<file path="src/rtl/mdclcg_step_ctrl.sv">
// rtl/mdclcg_step_ctrl.sv - one MDCLCG step x' = (a*x + c) mod m via MSB-first interleaved modmul
// Optional feature: MDCLCG_AUTO_RUN_EN (back-to-back steps while run is high).

module comparator_adder (
  input  logic [64:0] a_in,
  input  logic [64:0] b_in,
  output logic [64:0] sum,
  output logic        carry
);
  assign {carry, sum} = {1'b0, a_in} + {1'b0, b_in};
endmodule

module mdclcg_step_ctrl #(
  parameter int WIDTH = 64
) (
  input  logic             clk,
  input  logic             rst_n,
  input  logic             start,
  input  logic             seed_load,
  input  logic [WIDTH-1:0] seed,
  input  logic [WIDTH-1:0] a_mult,
  input  logic [WIDTH-1:0] c_inc,
  input  logic [WIDTH-1:0] mod_m,
  input  logic             run,
  output logic             busy,
  output logic             done,
  output logic [WIDTH-1:0] x_out
);
  localparam int IW = (WIDTH > 1) ? $clog2(WIDTH) : 1;
  localparam int PAD = 65 - WIDTH;

  typedef enum logic [2:0] {IDLE, DBL, ADD, INC, DONE} state_t;

  state_t           state_q, state_d;
  logic [WIDTH-1:0] a_q, a_d;
  logic [WIDTH-1:0] c_q, c_d;
  logic [WIDTH-1:0] x_q, x_d;
  logic [WIDTH-1:0] acc_q, acc_d;
  logic [WIDTH-1:0] x_out_q, x_out_d;
  logic [64:0]      mneg_q, mneg_d;
  logic [IW-1:0]    idx_q, idx_d;

  logic [64:0]      t;
  logic [64:0]      cmp_sum;
  logic             cmp_carry;
  logic [64:0]      red;
  logic [WIDTH-1:0] red_w;
  logic             unused_red_hi;

  // Single shared comparator: carry-out set exactly when t >= m.
  comparator_adder u_cmp (
    .a_in  (t),
    .b_in  (mneg_q),
    .sum   (cmp_sum),
    .carry (cmp_carry)
  );

  always_comb begin
    t = '0;
    case (state_q)
      DBL:     t = {{PAD{1'b0}}, acc_q} << 1;
      ADD:     t = {{PAD{1'b0}}, acc_q} + (a_q[idx_q] ? {{PAD{1'b0}}, x_q} : 65'd0);
      INC:     t = {{PAD{1'b0}}, acc_q} + {{PAD{1'b0}}, c_q};
      default: t = '0;
    endcase
  end

  assign red           = cmp_carry ? cmp_sum : t;
  assign red_w         = red[WIDTH-1:0];
  assign unused_red_hi = &{1'b0, red[64:WIDTH]};

  always_comb begin
    state_d = state_q;
    a_d     = a_q;
    c_d     = c_q;
    x_d     = x_q;
    acc_d   = acc_q;
    x_out_d = x_out_q;
    mneg_d  = mneg_q;
    idx_d   = idx_q;
    case (state_q)
      IDLE: begin
        if (seed_load) begin
          x_out_d = seed;
        end else if (start) begin
          a_d     = a_mult;
          c_d     = c_inc;
          x_d     = x_out_q;
          mneg_d  = ~{{PAD{1'b0}}, mod_m} + 65'd1;
          acc_d   = '0;
          idx_d   = IW'(WIDTH - 1);
          state_d = DBL;
        end
      end
      DBL: begin
        acc_d   = red_w;
        state_d = ADD;
      end
      ADD: begin
        acc_d = red_w;
        if (idx_q == '0) begin
          state_d = INC;
        end else begin
          idx_d   = idx_q - 1'b1;
          state_d = DBL;
        end
      end
      INC: begin
        // x_out is written here so it already shows the new value while done is high.
        acc_d   = red_w;
        x_out_d = red_w;
        state_d = DONE;
      end
      DONE: begin
        state_d = IDLE;
`ifdef MDCLCG_AUTO_RUN_EN
        // Doubling acc=0 yields 0, so DONE stands in for the first DBL and the next state is ADD.
        if (run) begin
          a_d     = a_mult;
          c_d     = c_inc;
          x_d     = acc_q;
          mneg_d  = ~{{PAD{1'b0}}, mod_m} + 65'd1;
          acc_d   = '0;
          idx_d   = IW'(WIDTH - 1);
          state_d = ADD;
        end
`endif
      end
      default: state_d = IDLE;
    endcase
  end

`ifndef MDCLCG_AUTO_RUN_EN
  logic unused_run;
  assign unused_run = run;
`endif

  always_ff @(posedge clk or negedge rst_n) begin
    if (!rst_n) begin
      state_q <= IDLE;
      a_q     <= '0;
      c_q     <= '0;
      x_q     <= '0;
      acc_q   <= '0;
      x_out_q <= '0;
      mneg_q  <= '0;
      idx_q   <= '0;
    end else begin
      state_q <= state_d;
      a_q     <= a_d;
      c_q     <= c_d;
      x_q     <= x_d;
      acc_q   <= acc_d;
      x_out_q <= x_out_d;
      mneg_q  <= mneg_d;
      idx_q   <= idx_d;
    end
  end

  assign busy  = (state_q != IDLE);
  assign done  = (state_q == DONE);
  assign x_out = x_out_q;

endmodule

</file>
<file path="config.mk">
export PLATFORM = sky130hd
export DESIGN_NAME = mdclcg_step_ctrl
export DESIGN_NICKNAME = d
export VERILOG_FILES = /design/src/rtl/mdclcg_step_ctrl.sv
export SDC_FILE = /design/constraint.sdc
export NUM_CORES = 1
export LEC_CHECK = 0
export CORE_MARGIN = 1
export CORE_UTILIZATION = 50
export DETAILED_ROUTE_END_ITERATION = 16
export GPL_TIMING_DRIVEN = 0
export PLACE_DENSITY = 0.82
export SYNTH_ARGS = -nofsm -noshare
export SYNTH_HDL_FRONTEND = slang
export SYNTH_SLANG_ARGS = --single-unit
</file>
<file path="constraint.sdc">
create_clock -name clk -period 9.9 [get_ports clk]
set_input_delay 1.98 -clock clk [delete_from_list [all_inputs] [get_ports clk]]
set_output_delay 1.98 -clock clk [all_outputs]
set_load 0.01 [all_outputs]
</file>
==> Yosys cells after proc, flatten, opt, wreduce, memory -nomap -nowiden <==
Cells that the tools add are included.
{ "word_totals": {"regBits": 394, "output_inout_bits": 66, "input_bits": 261, "elab_cells": 54} }
{ "classes": {"mux": 18, "reduce_logical": 12, "n_lt_le_gt_ge": 1, "eq_ne": 8, "add_sub_neg": 5, "bitwise": 2} }
{ "ops": {"columns": ["operator", "count"], "rows": [
  ["64-bit 2-to-1 mux", 5],
  ["64-bit case mux with 2 select lines", 2],
  ["65-bit case mux with 3 select lines", 1],
  ["64-bit by 64-bit adder with 65-bit output", 2],
  ["65-bit by 65-bit adder with 66-bit output", 1],
  ["65-bit by 1-bit adder with 65-bit output (second input constant)", 1],
  ["64-bit inverter with 65-bit output", 1],
  ["6-bit 2-to-1 mux", 3],
  ["3-bit case mux with 4 select lines", 1],
  ["6-bit case mux with 2 select lines", 1],
  ["2-bit != test (second input constant)", 4],
  ["6-bit by 7-bit < comparator with 1-bit output (second input constant)", 1],
  ["1-bit binary-select mux with 6-bit select", 1],
  ["3-bit by 2-bit equality test with 1-bit output (second input constant)", 2],
  ["6-bit zero test", 1],
  ["3-bit 2-to-1 mux", 2],
  ["3-bit AND reduction", 2],
  ["2-bit nonzero test", 3],
  ["6-bit by 1-bit subtractor with 6-bit output (second input constant)", 1],
  ["2-bit AND reduction", 2],
  ["4-bit AND reduction", 1],
  ["3-bit by 1-bit equality test with 1-bit output (second input constant)", 1],
  ["3-bit equality test (second input constant)", 1],
  ["3-bit zero test", 1],
  ["5 further kinds", 5]
]} }

==> Depth between registers and ports, before layout <==
Gate-level depths: netlist (run 1).
{ "logic_depth": {"depth_word": 8, "ltp_mapped": 36, "depth_no_buf": 30} }

==> Cells and area by module <==
From an unflattened synthesis (run 1), not the netlist that was laid out.
{ "hier_totals": {"hier_cells": 2946, "area_unflattened_um2": 26663.1} }
{ "modules_own_cells": {"columns": ["mod", "area_each_um2", "cells_per_inst", "n_inst", "seq_area_each_um2"], "rows": [
  ["mdclcg_step_ctrl", 22656.7, 2336, 1, 9859.5],
  ["comparator_adder", 4006.3, 610, 1, 0.0]
]} }

==> Worst setup path before layout (run 1) <==
OpenSTA, ideal clock, no wires.
{ "synth_path": {"kind": "reg-to-reg", "start": "reg idx_q[0]", "end": "reg x_out_q[25], in the netlist x_out[25]", "required_ns": 9.765, "path_buffers": 6, "synth_period_minus_slack_ns": 8.000, "arrival_time_ns": 7.865, "path_slack_ns": 1.900, "path_stages_with_launch": 33, "setup_ns": 0.135, "cell_sequence": "dfrtp_1 clkbuf_1 mux4_2 mux4_2 mux2_2 o21ai_1 clkbuf_1 o21ai_0 ha_1 clkbuf_1 a21oi_1 o21bai_1 a2111o_1 a21o_1 a221oi_1 o22ai_1 a21oi_1 xnor2_1 a22oi_1 inv_1 ha_1 clkbuf_1 nand4_1 nor4_1 a221oi_1 o31ai_1 nand2_1 nand3b_1 a211o_1 clkbuf_1 buf_2 mux2i_1 o21ai_0"} }
{ "synth_between": {"elab_chain_cells": 8} }
{ "synth_lines": {"columns": ["element", "line_no", "source"], "rows": [
  ["from (decl)", "41", "logic [IW-1:0] idx_q, idx_d;"],
  ["from (signal assigned)", "156", "idx_q <= idx_d;"],
  ["1-bit binary-select mux with 6-bit select *", "62", "ADD: t = {{PAD{1'b0}}, acc_q} + (a_q[idx_q] ? {{PAD{1'b0}}, x_q} : 65'd0);"],
  ["1-bit 2-to-1 mux (implied by the code) *", "62", null],
  ["64-bit 2-to-1 mux *", "62", null],
  ["64-bit by 64-bit adder with 65-bit output *", "62", null],
  ["65-bit case mux with 3 select lines *", "60", "case (state_q)"],
  ["65-bit by 65-bit adder with 66-bit output", "10", "assign {carry, sum} = {1'b0, a_in} + {1'b0, b_in};"],
  ["64-bit 2-to-1 mux *", "68", "assign red = cmp_carry ? cmp_sum : t;"],
  ["64-bit case mux with 2 select lines *", "81", "case (state_q)"],
  ["to (signal assigned)", "154", "x_out_q <= x_out_d;"],
  ["to (decl)", "39", "logic [WIDTH-1:0] x_out_q, x_out_d;"]
]} }
Every way passes the cells marked *; elsewhere a longest branch is shown, timed or not. The select of a mux whose other input is x is not followed.
A chain may end at the register's enable or synchronous reset.

==> Final worst setup path (run 1) <==
{ "layout_path": {"start": "reg idx_q[0]", "end": "reg x_out_q[56], in the netlist x_out[56]"} }
Same word-level chain as after synthesis.

==> Implementation_results.wiki, run 1 <==
{| class="wikitable"
! Metric !! Value
|-
| Layout cells sized above 1 || 0.106
|-
| Number of vias per cell || 6.17
|-
| Cell type of the slowest stage on the worst timing path || sky130_fd_sc_hd__a211oi_1
|-
| Synthesized-area fraction occupied by and/or/nand/nor cells || 0.154
|-
| Filler cell count || 4375
|-
| Max-cap violations || 0
|-
| Worst Setup Slack, final || 0.188 ns
|-
| TritonCTS sink count || 394
|-
| Floorplan die width || 231 µm
|-
| Number of clock buffers inserted by TritonCTS || 45
|-
| Area share of fa/ha/maj cells after synthesis || 0.0648
|-
| Number of different library cells in the post-synthesis netlist || 80
|-
| Placeable core region || 51600 µm²
|-
| Worst path required time || 10.38 ns
|-
| Placement Rows || 83
|-
| Xor and xnor fraction of the mapped netlist area || 0.0533
|-
| Initial antenna violation count || 2
|-
| IR Drop Worst-Case VDD || 0.174 mV
|-
| Cell types with the largest area share after synthesis || sky130_fd_sc_hd__dfrtp_1 (37%), sky130_fd_sc_hd__mux2_2 (8.5%), sky130_fd_sc_hd__nand2_1 (6.8%), sky130_fd_sc_hd__ha_1 (6.3%), sky130_fd_sc_hd__o21ai_0 (5.3%)
|-
| Max FO, Critical Path || 10
|-
| DP Wirelength || 74.8 mm
|-
| Routed WL per cell || 23.4 µm
|-
| Worst relative slew slack || 0.144
|-
| Vias in the first global route || 24272
|-
| CP Data Arrival Time || 10.19 ns
|-
| Register clock-pin slew on the reported worst setup and hold paths || 0.06 ns
|-
| Sequential area share after synthesis || 0.375
|-
| Remaining antenna violation count after routing || 0
|-
| Setup Skew || 0.0514 ns
|-
| Final slew viol count || 0
|-
| Worst-skew pair later-pin latency || 0.61 ns
|-
| Fraction of the mapped netlist area in compound gates || 0.210
|-
| Leading area contributor after synthesis || sky130_fd_sc_hd__dfrtp_1
|-
| Pwr dens || 349 nW/µm²
|-
| Type of the worst min-delay path || flip-flop to flip-flop
|-
| Post-CTS Setup Repair Bufs || 0
|-
| Most used cells in the layout excluding fill and tap cells || sky130_fd_sc_hd__nand2_1 (478), sky130_fd_sc_hd__dfrtp_1 (394), sky130_fd_sc_hd__clkdlybuf4s50_1 (324), sky130_fd_sc_hd__o21ai_0 (271), sky130_fd_sc_hd__mux2_2 (198)
|-
| Growth of design area from synthesis to finish || 22.6%
|-
| Die area || 53500 µm²
|-
| Area used by multi-input combinational logic || 15700 µm²
|-
| Nature of the critical path endpoint || flip-flop
|-
| Final wirelength || 94.9 mm
|-
| Aggregate global routing overflow || 0
|-
| Share of cell area taken by muxes after synthesis || 0.109
|-
| Dpl cells || 3967
|-
| Total GRT Usage || 0.350
|-
| Setup slack after placement || -1.65 ns
|-
| Cell chosen for the clock root || sky130_fd_sc_hd__clkbuf_16
|-
| Vertical die dimension || 231 µm
|-
| Run status || finished, final reports clean
|-
| Vias after detailed routing || 25007
|-
| Wire length of the first global-routing pass || 142 mm
|-
| Most common cell type on the critical path || sky130_fd_sc_hd__o21ai_0
|-
| Critical path's largest stage delay || 0.59 ns
|-
| Register bit total from synthesis || 394
|-
| Ports placed on the boundary || 327
|-
| Number of standard cells in the layout, taps in and fillers out || 4051
|-
| Transition time of the tightest slew-check pin || 1.28 ns
|-
| Netlist area before placement || 26300 µm²
|-
| Hold Fails Final Rpt || 0
|-
| Commonest non-fill, non-tap cell in the layout || sky130_fd_sc_hd__nand2_1
|-
| Crit share post-route || 0.981
|-
| Highest clock rate || 0.103 GHz
|-
| Depth of the CTS H-tree || 2
|-
| Effective utilization at floorplan || 0.509
|-
| Fraction of synthesis flops using an asynchronous set or reset pin || 1.00
|-
| Number of iterations in the first detailed-routing pass || 6
|-
| Final setup fails || 0
|-
| Combinational family with the most area after synthesis || compound AO/OA/AOI/OAI gates
|-
| Startpoint-to-endpoint class of the critical path || flip-flop to flip-flop
|-
| Setup repair after global routing missed its margin || true
|-
| EDFF count, synth || 0
|-
| Detailed router's first-iteration violation count || 2693
|-
| Last weighted congestion value of the routability-driven placer || 1.01
|-
| Launching element type of the critical path || flip-flop
|-
| Post-route total power || 11.3 mW
|-
| Number of design rule violations left after detail routing || 0
|-
| Maximum number of pins on one net before global-route repair || 124
|-
| CTS tree || done
|-
| Portion of synthesized cell area occupied by the leading cell type || 0.375
|-
| Count of port buffers added during placement || 325
|-
| Number of nets produced by synthesis || 3354
|-
| Hold buffer count at cts || 0
|-
| YS warnings || 0
|-
| Count of nets after finishing || 3729
|-
| Number of standard cells after synthesis || 2958
|-
| Sequential cell area || 9860 µm²
|-
| Mean post-synth cell area || 8.89 µm²
|-
| Leak || 13.8 nW
|-
| Min Clock Period, post-route || 9.71 ns
|-
| Clock tree buffer depth || 3
|-
| Commonest register cell after synthesis || sky130_fd_sc_hd__dfrtp_1
|}
==> logic make-up (layout without fill, tap and decap cells) <==
group / Yosys count / in the layout
muxes: 237 / 237
DFF: 394 / 394
xor gates and xnor gates: 160 / 160
other: 0 / 1
AOI/OAI and AO/OA: 902 / 902
buffers and inverters: 237 / 649
and+or+nand+nor: 893 / 893
adders and majority gates: 135 / 135
==> worst paths after layout <==
path	startpoint	to	slack, ns	cells after the start
max	idx_q[0]	x_out[56]	0.19	30
max in group asynchronous	rst_n	x_q[48]	7.00	3
max reg2reg	idx_q[0]	x_out[56]	0.19	30
min reg2reg	mneg_q[18]	mneg_q[18]	0.49	2
min	mneg_q[18]	mneg_q[18]	0.49	2
min in group asynchronous	rst_n	mneg_q[16]	1.36	1
==> per-layer routing <==
layer / vias up / routed length [µm] / GRT usage
met5: - / 19 / 0
met4: 2 / 3840 / 0.145
met3: 195 / 9710 / 0.0775
met2: 1210 / 41200 / 0.526
met1: 12098 / 40100 / 0.488
li1: 11502 / - / -
==> cell usage after synthesis, drive strengths merged, types with 30 or more instances <==
library cell,n
nand2,480
dfrtp,394
o21ai,376
mux2,199
a21oi,183
clkbuf,166
ha,133
nor2,133
xnor2,82
xor2,78
inv,59
a22oi,57
a21o,56
nor3,46
nand4,43
nand3,33
and3,30
==> state kept, by name, summed over array words and instances, names as in the netlist <==
signal,flops
a_q,64
acc_q,64
c_q,64
idx_q,6
mneg_q,65
state_q,3
x_out,64
x_q,64
==> worst max-delay path: cells and delay by family (launching register included) <==
kind,cells,cell delay [ns]
xor gates and xnor gates,1,0.15
muxes,3,1.37
buffers and inverters,6,1.74
DFF,1,0.34
and+or+nand+nor,2,0.49
AOI/OAI and AO/OA,15,4.70
adders and majority gates,3,0.82
==> metrics by stage <==
step	hold slack [ns]	area (µm²)	setup TNS (ns)	util
floorplan	0.455	26300	0	-
global placement	0.472	30400	-4322.16	0.589
detailed placement	0.482	30500	-152.25	0.591
CTS	0.494	32200	0	0.623
global route	0.513	32200	-0.136	0.625
finish	0.488	32200	0	0.625
==> timing repair <==
item                                    4_1_cts  5_1_grt
endpoints found under the setup margin      128      128
resized for setup                            19       30
cloned                                        0        0
==> final cells by class <==
class / instances / share of cell area
Timing Repair Buffer: 329 / 0.104
Multi-Input combinational cell: 2327 / 0.485
Clock inverter: 19 / 0.00834
Buffer: 177 / 0.0218
Sequential cell: 394 / 0.306
Inverter: 59 / 0.00687
Antenna cell: 1 / 0.0000776
Tap cell: 680 / 0.0264
Clock buffer: 65 / 0.0414
==> where the power goes <==
part	switching (mW)	internal [mW]	leakage, nW	total (mW)
logic	4.09	2.40	8.14	6.50
clock network	0.730	1.10	0.785	1.83
registers	0.587	2.34	4.88	2.93
total	5.41	5.84	13.8	11.3
(Power assumes the default switching activity.)
==> inputs of run 2 (changes only) <==
GPL_TIMING_DRIVEN = unset   (was 0)
==> run 2 against run 1 <==
Effect of this change: flip-flop and latch count unchanged; combinational power down 4.5%; via count down 4.0%; critical path depth up 1; power down 2.6%; wire length down 11%; final cell count down 2.8%; first-iteration DRC count down 6.7%; clock power about the same; highest routed layer unchanged.
==> Implementation_results.wiki, run 2 (synthesized netlist as in run 1, its figures left out) <==
{| class="wikitable"
! Metric !! Value
|-
| Run status || finished, final reports clean
|-
| R2R cell count || 31 (+3.3%)
|-
| Hold Fails Final Rpt || 0 (unchanged)
|-
| Sequential Power Share || 0.267 (+0.007)
|-
| Growth of design area from synthesis to finish || 21.6%
|-
| Register clock-pin slew on the reported worst setup and hold paths || 0.06 ns (about the same)
|-
| Vias after detailed routing || 23997 (-4.0%)
|-
| Flip-flop count of the largest register after layout || 65 (unchanged)
|-
| Setup TNS || 0 ns (unchanged)
|-
| Setup slack after placement || 1.05 ns (+2.70 ns)
|-
| Vias in the first global route || 23412 (-3.5%)
|-
| Max FO, Critical Path || 64 (+54)
|-
| Launching element type of the critical path || flip-flop
|-
| Pwr dens || 343 nW/µm² (-1.8%)
|-
| CTS tree || done
|-
| Number of clock buffers inserted by TritonCTS || 46 (+2.2%)
|-
| Net switching power of the design || 5.04 mW (-6.9%)
|-
| R2R Setup Slk || 1.0 ns (+0.81 ns)
|-
| Aggregate global routing overflow || 0 (unchanged)
|-
| Critical path's largest stage delay || 0.67 ns (+0.08 ns)
|-
| Startpoint-to-endpoint class of the critical path || flip-flop to flip-flop
|-
| Detailed router's first-iteration violation count || 2513 (-6.7%)
|-
| Sequential cell area || 9860 µm² (unchanged)
|-
| Total stage count of the critical path || 31 (+3.3%)
|-
| Resized cells post-CTS || 0 (-19)
|-
| Cell type of the slowest stage on the worst timing path || sky130_fd_sc_hd__dfrtp_1
|-
| Most common cell type on the critical path || sky130_fd_sc_hd__buf_4
|-
| Area used by multi-input combinational logic || 15600 µm² (-0.32%)
|-
| Placement Rows || 83 (unchanged)
|-
| Leak || 13.8 nW (+0.28%)
|-
| Comb pwr share || 0.567 (-0.010)
|-
| Sw frac || 0.460 (-0.0210)
|-
| Most used cells in the layout excluding fill and tap cells || sky130_fd_sc_hd__nand2_1 (477), sky130_fd_sc_hd__dfrtp_1 (394), sky130_fd_sc_hd__clkdlybuf4s50_1 (324), sky130_fd_sc_hd__o21ai_0 (276), sky130_fd_sc_hd__mux2_2 (198)
|-
| Area post-placement || 30400 µm² (-0.49%)
|-
| Type of the worst min-delay path || flip-flop to flip-flop
|-
| Clock tree buffer depth || 3 (unchanged)
|-
| Final wirelength || 84.1 mm (-11%)
|-
| Effective utilization at floorplan || 0.509 (unchanged)
|-
| Register with the most flip-flops || mneg_q
|-
| Filler cell count || 4330 (-1.0%)
|-
| IR Drop Worst-Case VDD || 0.272 mV (+56%)
|-
| Hold buffer count at cts || 0 (unchanged)
|-
| Count of port buffers added during placement || 325 (unchanged)
|-
| Ports placed on the boundary || 327 (unchanged)
|-
| Routed WL per cell || 21.4 µm (-8.8%)
|-
| Die area || 53500 µm² (unchanged)
|-
| CP Data Arrival Time || 9.33 ns (-0.86 ns)
|-
| Final setup fails || 0 (unchanged)
|-
| Highest clock rate || 0.112 GHz (+9.1%)
|-
| Placeable core region || 51600 µm² (unchanged)
|-
| Maximum number of pins on one net before global-route repair || 176 (+42%)
|-
| Last weighted congestion value of the routability-driven placer || 0.978 (-3.1%)
|-
| Nature of the critical path endpoint || flip-flop
|-
| Final slew viol count || 0 (unchanged)
|-
| Total GRT Usage || 0.314 (-0.0369)
|-
| Reg-to-Reg End || acc_q[11]
|-
| Post-CTS Setup Repair Bufs || 0 (unchanged)
|-
| TritonCTS sink count || 394 (unchanged)
|-
| Transition time of the tightest slew-check pin || 0.930 ns (-0.353 ns)
|-
| Commonest non-fill, non-tap cell in the layout || sky130_fd_sc_hd__nand2_1
|-
| Startpoint of the worst register-to-register path || idx_q[0]
|-
| CP endpoint || acc_q[11]
|-
| Depth of the CTS H-tree || 2 (unchanged)
|-
| Vertical die dimension || 231 µm (unchanged)
|-
| Initial antenna violation count || 1 (-1)
|-
| Remaining antenna violation count after routing || 0 (unchanged)
|-
| Layout cells sized above 1 || 0.122 (+0.0163)
|-
| Count of nets after finishing || 3616 (-3.0%)
|-
| Total buffers and inverters traversed by the critical path || 6 (unchanged)
|-
| Number of iterations in the first detailed-routing pass || 5 (-1)
|-
| DP Wirelength || 62.8 mm (-16%)
|-
| Number of diodes || 0 (-1)
|-
| Worst-skew pair later-pin latency || 0.59 ns (-0.02 ns)
|-
| Worst Setup SP || idx_q[0]
|-
| Worst Setup Slack, final || 0.998 ns (+0.810 ns)
|-
| Wire length of the first global-routing pass || 132 mm (-7.5%)
|-
| Number of design rule violations left after detail routing || 0 (unchanged)
|-
| Worst path required time || 10.33 ns (-0.05 ns)
|-
| Crit share post-route || 0.899 (-0.0818)
|-
| Layout Cell Area excl Fill || 32000 µm² (-0.81%)
|-
| Clock share of power || 0.166 (+0.004)
|-
| Setup Skew || 0.0401 ns (-0.0113 ns)
|-
| Cell chosen for the clock root || sky130_fd_sc_hd__clkbuf_16
|-
| Worst relative slew slack || 0.380 (+0.235)
|-
| Min Clock Period, post-route || 8.90 ns (-0.810 ns)
|-
| Setup repair after global routing missed its margin || false
|-
| Cell family with the largest share of critical-path delay || compound AO/OA/AOI/OAI gates
|-
| Number of vias per cell || 6.10 (-1.3%)
|-
| Internal power || 5.92 mW (+1.3%)
|-
| Floorplan die width || 231 µm (unchanged)
|-
| Max-cap violations || 0 (unchanged)
|}
[run 2: power by group through the flow]
stage	Clock [mW]	Sequential, mW	Combinational (mW)
6_report	1.82	2.93	6.21
5_1_grt	1.91	3.01	6.74
4_1_cts	1.84	2.91	6.09
3_5_place_dp	0	2.92	6.05
3_3_place_gp	0	2.89	5.96
2_1_floorplan	0	2.73	4.12
[run 2: metal layers]
metal  vias up  part of all wire  global-route usage
met4         2             0.026              0.0929
met3       134             0.095              0.0739
met1     11596              0.45               0.454
li1      11269                 -                   -
met5         -           0.00023                   0
met2       996              0.43               0.463
[run 2: area by class of cell]
type | count | area share
sequential | 394 | 0.308
clock inverter | 22 | 0.00911
tap | 680 | 0.0266
timing repair buffer | 392 | 0.120
multi-input combinational | 2327 | 0.488
inverter | 59 | 0.00692
clock buffer | 63 | 0.0418
[run 2: how the worst min path moves through the flow]
stage                from          to  depth (start not counted)
3_5_place_dp    mneg_q[3]   mneg_q[3]                          2
4_1_cts         mneg_q[3]   mneg_q[3]                          2
6_report        mneg_q[3]   mneg_q[3]                          2
5_1_grt           x_q[32]     x_q[32]                          1
2_1_floorplan  mneg_q[41]  mneg_q[41]                          2
3_3_place_gp    mneg_q[3]   mneg_q[3]                          2
[run 2: metrics by stage]
step / hold slack, ns / utilization / power (mW) / cells
2_1_floorplan: 0.455 / - / 6.85 / 2958
6_report: 0.492 / 0.620 / 11.0 / 3937
4_1_cts: 0.489 / 0.620 / 10.8 / 3937
3_3_place_gp: 0.470 / 0.588 / 8.85 / 3852
3_5_place_dp: 0.477 / 0.588 / 8.97 / 3852
5_1_grt: 0.512 / 0.620 / 11.7 / 3937
[run 2: worst min-delay path: stages, from the launching register on]
cell,delay [ns]
sky130_fd_sc_hd__dfrtp_1,0.34
sky130_fd_sc_hd__nand2_1,0.05
sky130_fd_sc_hd__o21ai_0,0.06
